[src/rtl/instr_encoder.sv]
// Streaming Frost32 instruction encoder: field-level requests in, packed 32-bit words out.
// Define INSTR_ENCODER_PSEUDO_LI_EN to build the two-word "li rA, imm32" expansion.
module instr_encoder #(
    parameter int CNT_WIDTH = 16
) (
    input  logic                 clk,
    input  logic                 rst,
    input  logic                 in_valid,
    output logic                 in_ready,
    input  logic [3:0]           in_group,
    input  logic [3:0]           in_opcode,
    input  logic [3:0]           in_ra,
    input  logic [3:0]           in_rb,
    input  logic [3:0]           in_rc,
    input  logic [31:0]          in_imm,
    input  logic                 in_pseudo_li,
    output logic                 out_valid,
    input  logic                 out_ready,
    output logic [31:0]          out_word,
    output logic                 out_last,
    output logic                 err,
    output logic [1:0]           err_code,
    output logic [CNT_WIDTH-1:0] words_emitted
);

    // {fail, code}; earlier checks take priority over later ones
    function automatic logic [2:0] check_req(input logic [3:0] grp, input logic [3:0] op,
                                             input logic [31:0] imm);
        logic       sext16;
        logic       sext12;
        logic       imm_bad;
        logic [2:0] res;
        sext16  = (imm[31:16] == {16{imm[15]}});
        sext12  = (imm[31:12] == {20{imm[11]}});
        imm_bad = 1'b0;
        case (grp)
            4'd1: begin
                if (op == 4'd3 || op == 4'd5 || op == 4'd14) imm_bad = !sext16;
                else                                         imm_bad = (imm[31:16] != 16'h0000);
            end
            4'd2:    imm_bad = !sext16;
            4'd5:    imm_bad = op[3] && !sext12;
            default: imm_bad = 1'b0;
        endcase
        if (grp >= 4'd7)
            res = 3'b1_00;
        else if ((grp == 4'd2 && op >= 4'd12) ||
                 ((grp == 4'd3 || grp == 4'd4) && op >= 4'd10) ||
                 (grp == 4'd6 && op >= 4'd7))
            res = 3'b1_01;
        else if (imm_bad)
            res = 3'b1_10;
        else
            res = 3'b0_00;
        return res;
    endfunction

    function automatic logic [31:0] encode(input logic [3:0] grp, input logic [3:0] op,
                                           input logic [3:0] ra, input logic [3:0] rb,
                                           input logic [3:0] rc, input logic [31:0] imm);
        logic [31:0] w;
        case (grp)
            4'd1, 4'd2: w = {grp, ra, rb, op, imm[15:0]};
            4'd5:       w = {grp, ra, rb, rc, (op[3] ? imm[11:0] : 12'h000), op};
            default:    w = {grp, ra, rb, rc, 12'h000, op};
        endcase
        return w;
    endfunction

    logic                 out_valid_q, out_valid_d;
    logic [31:0]          out_word_q, out_word_d;
    logic                 out_last_q, out_last_d;
    logic                 err_q, err_d;
    logic [1:0]           err_code_q, err_code_d;
    logic [CNT_WIDTH-1:0] cnt_q, cnt_d;
    logic                 idle;
    logic                 accept;
    logic                 out_hs;
    logic [2:0]           chk;

`ifdef INSTR_ENCODER_PSEUDO_LI_EN
    localparam logic [0:0] S_IDLE = 1'b0;
    localparam logic [0:0] S_HI   = 1'b1;

    logic [0:0]  state_q, state_d;
    logic [31:0] hi_word_q, hi_word_d;

    assign idle = (state_q == S_IDLE);
`else
    assign idle = 1'b1;
`endif

    assign in_ready = !rst && idle && (!out_valid_q || out_ready);
    assign accept   = in_valid && in_ready;
    assign out_hs   = out_valid_q && out_ready;
    assign chk      = check_req(in_group, in_opcode, in_imm);

    always_comb begin
        out_valid_d = out_valid_q && !out_ready;
        out_word_d  = out_word_q;
        out_last_d  = out_last_q;
        err_d       = 1'b0;
        err_code_d  = err_code_q;
        cnt_d       = out_hs ? cnt_q + {{(CNT_WIDTH-1){1'b0}}, 1'b1} : cnt_q;
`ifdef INSTR_ENCODER_PSEUDO_LI_EN
        state_d     = state_q;
        hi_word_d   = hi_word_q;
        // Cpyhi half goes out as soon as the Addi half is taken
        if (state_q == S_HI && out_hs) begin
            out_valid_d = 1'b1;
            out_word_d  = hi_word_q;
            out_last_d  = 1'b1;
            state_d     = S_IDLE;
        end
`endif
        if (accept) begin
            if (in_pseudo_li) begin
`ifdef INSTR_ENCODER_PSEUDO_LI_EN
                out_valid_d = 1'b1;
                out_word_d  = {4'h1, in_ra, 4'h0, 4'h0, in_imm[15:0]};
                out_last_d  = (in_imm[31:16] == 16'h0000);
                if (in_imm[31:16] != 16'h0000) begin
                    state_d   = S_HI;
                    hi_word_d = {4'h1, in_ra, 4'h0, 4'hF, in_imm[31:16]};
                end
`else
                err_d      = 1'b1;
                err_code_d = 2'd3;
`endif
            end else if (chk[2]) begin
                err_d      = 1'b1;
                err_code_d = chk[1:0];
            end else begin
                out_valid_d = 1'b1;
                out_word_d  = encode(in_group, in_opcode, in_ra, in_rb, in_rc, in_imm);
                out_last_d  = 1'b1;
            end
        end
    end

    always_ff @(posedge clk or posedge rst) begin
        if (rst) begin
            out_valid_q <= 1'b0;
            out_word_q  <= 32'h0;
            out_last_q  <= 1'b0;
            err_q       <= 1'b0;
            err_code_q  <= 2'd0;
            cnt_q       <= '0;
`ifdef INSTR_ENCODER_PSEUDO_LI_EN
            state_q     <= S_IDLE;
            hi_word_q   <= 32'h0;
`endif
        end else begin
            out_valid_q <= out_valid_d;
            out_word_q  <= out_word_d;
            out_last_q  <= out_last_d;
            err_q       <= err_d;
            err_code_q  <= err_code_d;
            cnt_q       <= cnt_d;
`ifdef INSTR_ENCODER_PSEUDO_LI_EN
            state_q     <= state_d;
            hi_word_q   <= hi_word_d;
`endif
        end
    end

    assign out_valid     = out_valid_q;
    assign out_word      = out_word_q;
    assign out_last      = out_last_q;
    assign err           = err_q;
    assign err_code      = err_code_q;
    assign words_emitted = cnt_q;

endmodule

[config.mk]
export PLATFORM = sky130hd
export DESIGN_NAME = instr_encoder
export DESIGN_NICKNAME = d
export VERILOG_FILES = /design/src/rtl/instr_encoder.sv
export SDC_FILE = /design/constraint.sdc
export NUM_CORES = 1
export LEC_CHECK = 0
export ABC_AREA = 1
export BUFFER_PORTS_ARGS = -buffer_cell sky130_fd_sc_hd__buf_2
export CORE_UTILIZATION = 49
export DETAILED_ROUTE_END_ITERATION = 7
export PLACE_DENSITY = 0.85
export RECOVER_POWER = 100
export SYNTH_ARGS = -nofsm -noshare
export SYNTH_HDL_FRONTEND = slang
export SYNTH_SLANG_ARGS = --single-unit
[constraint.sdc]
create_clock -name clk -period 1.8 [get_ports clk]
set_input_delay 0.36 -clock clk [delete_from_list [all_inputs] [get_ports clk]]
set_output_delay 0.36 -clock clk [all_outputs]
set_load 0.01 [all_outputs]
Word level (Yosys, flattened, before mapping)

Index checks and enable logic that the tools add are counted.

Register bits after elaboration: 53
Latch bits: 0
Memory bits (writable): 0
Bits in read-only memories: 0
Bits of input ports: 57
Output and inout port bits: 54
Memories kept: 0

Add/sub/neg operators: 1
Multiply operators: 0
Div/mod/pow operators: 0
Order comparisons: 4
Equality and inequality tests: 11
Shifts and indexed selects: 0
Muxes and demuxes: 15
Bitwise logic cells: 2
Reductions and logical operators: 24

Operator list:

| kind                  | count |
|---|---|
| $pmux 20 s2           | 1 |
| $eq 20x20->1          | 1 |
| $add 16x1->16 const B | 1 |
| $eq 16x16->1          | 1 |
| $eq 4x3->1 const B    | 4 |
| $reduce_bool 16->1    | 1 |
| $eq 4x2->1 const B    | 3 |
| $mux 12               | 1 |
| $mux 3                | 3 |
| $ge 4x3->1 const B    | 2 |
| $ge 4x4->1 const B    | 2 |
| $logic_and 1x1->1     | 8 |
| $mux 1                | 7 |
| $logic_or 1x1->1      | 6 |
| $logic_not 1->1       | 5 |
| $eq 4x1->1 const B    | 1 |
| $eq 4x4->1 const B    | 1 |
| $mux 2                | 2 |
| $pmux 1 s3            | 1 |
| $reduce_and 3->1      | 1 |
| $not 1->1             | 2 |
| $reduce_and 2->1      | 1 |
| $reduce_bool 2->1     | 1 |
| $reduce_or 2->1       | 1 |

Logic depth before layout (Yosys ltp)

Depth after elaboration: 11
Gate-level depth with buffers: 13
Mapped depth without buffers: 12

Worst setup path before layout

Ideal clock, no wire load.

Path type: input port to flip-flop
Start: input port rst
End: register out_word_q[10], in the netlist out_word[10]
Setup time: 0.123 ns
Arrival time: 2.366 ns
Required time: 1.677 ns
Setup slack: -0.690 ns
Stages on the path: 7
Path buffers: 2
Path through: inv_1 -> and3_1 -> nand4_2 -> buf_6 -> buf_6 -> nand2_1 -> o21ai_2

Word-level cells in the longest chain between the ends: 4

Ends and longest elaborated chain:

| what                              | line | source |
|---|---|---|
| from (decl)                       | 7    | `input logic rst,` |
| $logic_not 1->1 (no source line)  | --   |  |
| $logic_and 1x1->1                 | 93   | `assign in_ready = !rst && idle && (!out_valid_q \|\| out_ready);` |
| $logic_and 1x1->1                 | 94   | `assign accept = in_valid && in_ready;` |
| $reduce_and 3->1 (no source line) | --   |  |
| to (signal assigned)              | 155  | `out_word_q <= out_word_d;` |
| to (decl)                         | 71   | `logic [31:0] out_word_q, out_word_d;` |

No other way between the ends.
A chain may end at the register's enable or synchronous reset.

Worst setup path after layout

Start: register cnt_q[0], in the netlist words_emitted[0]
End: register cnt_q[14], in the netlist words_emitted[14]

Word-level cells in the longest chain between the ends: 1

Ends and longest elaborated chain:

| what                   | line | source |
|---|---|---|
| from (decl)            | 75   | `logic [CNT_WIDTH-1:0] cnt_q, cnt_d;` |
| from (signal assigned) | 159  | `cnt_q <= cnt_d;` |
| $add 16x1->16          | 104  | `cnt_d = out_hs ? cnt_q + {{(CNT_WIDTH-1){1'b0}}, 1'b1} : cnt_q;` |

No other way between the ends.

==> metrics <==
critical path's most frequent cell nor2_2; Finish-stage setup viols 0; DR vias 2523; Slew headroom 14.65%; DR pass1 iterations 4; cts bufs inserted 5; commonest non-fill, non-tap cells in the layout 109 x buf_2, 77 x nand2_1, 53 x dfrtp_1, 41 x inv_1, 27 x nor2_1; share of cells above drive strength 1 40.81%; Lkg Pwr 1.991 nW; CP max stage cell dfrtp_1; core region area 0.005507 mm^2; initial core utilization 50.78%; Reg power frac 50.3%; most common cell after layout, fill and taps aside buf_2; Sink Count 53; syn_area_per_cell 8.658 um^2; drt drc 0; Clk pin slew, worst setup/hold paths 0.10 ns; Die H 77.55 um; Vias/cell 4.871; pwr/cell area 807.1 mW/mm^2; Max Slew Vio Count 0; met2 wire len 2961 um; Crit Path Class register to register; synthesized cell area 0.002796 mm^2; die area 0.006013 mm^2; Worst EP required 2.00 ns; register area share after synthesis 47.43%; Die W 77.55 um; fmax 605.9 MHz; minimum clock period 1.650 ns; Syn Nets 381; CP Data Arrival Time 1.85 ns; Clock Skews 0.006017 ns; Routed WL 6289 um; initial DRC count 153; routed len/inst 12.14 um; top sig layer met4; I/O pin count 111; worst hold path type input port to register; GP Congestion 0.8785; Final Hold Vio Count 0; # H-tree levels 2; first-pass GRT wire length 10630 um; Antenna Cells 0; CP Max Fanout 3; FP Rows 27; M1 WL 2801 um; startpoint class of the critical path register; WHS 0.2837 ns; Int Power 0.001984 W; largest net degree at the start of global routing 54; Mapped Cells 323; CTS Root Cell clkbuf_8; # Max-Cap Violations 0; FF+latch count, synth 53; P&R area growth vs syn 28.72%; Comb pwr share 26.2%; clk_lat worst skew 0.31 ns; vias in the first global route 2490; Max rail drop VDD 0.0006291 V; synth warn 0; global route overflow 0; CTS Buffer Depth 2; gr usage total 22.33%; Clock power frac 23.5%; cell breakdown of the critical path ha_1, nand3_1, nor2_2, nand3_1, nor2_2, nand3_2, nor2_2, nand4_1, xnor2_1; RSZ-0062 raised after global routing true; Unique masters post-synth 26; ANT nets after route 0; slowest stage delay, CP 0.36 ns; initial antenna violation count 0; port buffer count 110; sw frac 31.71%; status completed; Layout Nets 503; dpl hpwl 4829 um; TritonCTS clock tree done; sw power 0.0009212 W; CP endpoint kind register; Final Cycle Share 91.68%; met3 routed WL 409 um; Hold Buf Count CTS 0; worst slew pin tran 1.280 ns; Fin Setup TNS 0 ns
==> flip-flops by register name, indices dropped and copies added (netlist names) <==
| name | flops |
|---|---|
| out_word | 32 |
| out_valid | 1 |
| err_code | 2 |
| words_emitted | 16 |
| out_last | 1 |
| err | 1 |
==> power groups by stage <==
stage	combinational (W)	clock, W	sequential [W]
6_report	0.000762	0.000683	0.00146
5_1_grt	0.000850	0.000763	0.00148
4_1_cts	0.000772	0.000702	0.00146
3_5_place_dp	0.000772	0	0.00148
3_3_place_gp	0.000750	0	0.00148
2_1_floorplan	0.000317	0	0.00157
==> worst paths after layout <==
| kind | slack [ns] | depth (start not counted) | start | end |
|---|---|---|---|---|
| setup / recovery | 0.15 | 9 | words_emitted[0]$_DFFE_PP0P_ | words_emitted[14]$_DFFE_PP0P_ |
| hold / removal | 0.28 | 3 | in_ra[3] | out_word[27]$_DFFE_PP0P_ |
| setup reg to reg | 0.15 | 9 | words_emitted[0]$_DFFE_PP0P_ | words_emitted[14]$_DFFE_PP0P_ |
| hold reg to reg | 0.47 | 2 | out_last$_DFFE_PP0P_ | out_last$_DFFE_PP0P_ |
| max in group asynchronous | 0.52 | 3 | rst | err$_DFF_PP0_ |
| min in group asynchronous | 0.51 | 3 | rst | words_emitted[0]$_DFFE_PP0P_ |
==> critical path, delay by kind of cell (launching register included) <==
kind | cells | cell delay, ns
AND/OR/NAND/NOR | 7 | 0.87
flip-flops | 1 | 0.36
adder cells (fa/ha/maj) | 1 | 0.17
XOR/XNOR | 1 | 0.14
==> metal layers <==
layer / track usage, % / vias up
li1: - / 1268
met1: 27.36 / 1166
met2: 37.17 / 79
met3: 6.471 / 10
met4: 8.302 / 0
met5: 0 / -
==> what timing repair did <==
| action | 4_1_cts | 5_1_grt |
|---|---|---|
| resized for setup | 0 | 8 |
| hold endpoints to repair | 0 | 0 |
| setup endpoints to repair | 0 | 4 |
| setup buffers | 0 | 3 |
==> logic make-up (layout without fill, tap and decap cells) <==
logic type | Yosys count | count (layout) | share of synthesized area [%]
and+or+nand+nor | 145 | 145 | 22.86
buffers and inverters | 55 | 178 | 9.396
DFF | 53 | 53 | 47.43
AOI/OAI and AO/OA | 49 | 49 | 13.06
xor gates and xnor gates | 14 | 14 | 4.385
muxes | 6 | 6 | 2.416
adders and majority gates | 1 | 1 | 0.4474
==> metrics by stage <==
step | setup WS (ns) | util, % | instance area [um^2] | instances | power [W]
after global placement | -0.01848 | 62.89 | 3463 | 507 | 0.002227
final | 0.1497 | 65.37 | 3600 | 518 | 0.002905
after detailed placement | -0.1016 | 62.89 | 3463 | 507 | 0.002253
after CTS | 0.02829 | 64.55 | 3555 | 515 | 0.002935
after floorplan | -0.3191 | - | 2813 | 323 | 0.001890
after global routing | -0.01421 | 65.37 | 3600 | 518 | 0.003098
==> cells in the mapped netlist <==
library cell / number / area share, %
o21ai_0: 3 / 0.54
xnor2_1: 7 / 2.2
dfrtp_1: 53 / 47
a21oi_1: 2 / 0.36
a22oi_1: 12 / 3.2
buf_6: 7 / 2.8
and3_1: 1 / 0.22
nor3_2: 1 / 0.36
o21ai_2: 24 / 7.5
inv_2: 3 / 0.40
buf_2: 3 / 0.54
inv_1: 42 / 5.6
o21ai_1: 8 / 1.4
nand4_1: 5 / 1.1
nand2_2: 2 / 0.45
or2_1: 1 / 0.22
xor2_1: 7 / 2.2
nor3_1: 1 / 0.18
nand3_1: 20 / 3.6
mux2_2: 6 / 2.4
ha_1: 1 / 0.45
nor4_4: 1 / 0.76
nand2_1: 78 / 10
nor2_2: 2 / 0.45
nor2_1: 31 / 4.2
nand4_2: 2 / 0.89
==> area by class of cell <==
class / count / area, um^2
multi-input combinational: 215 / 1250
sequential: 53 / 1326
fill: 476 / 1907
clock buffer: 5 / 68.82
timing repair buffer: 125 / 671.9
tap: 72 / 90.09
clock inverter: 3 / 22.52
inverter: 45 / 170.2
Power figures use the tool's default switching activity.
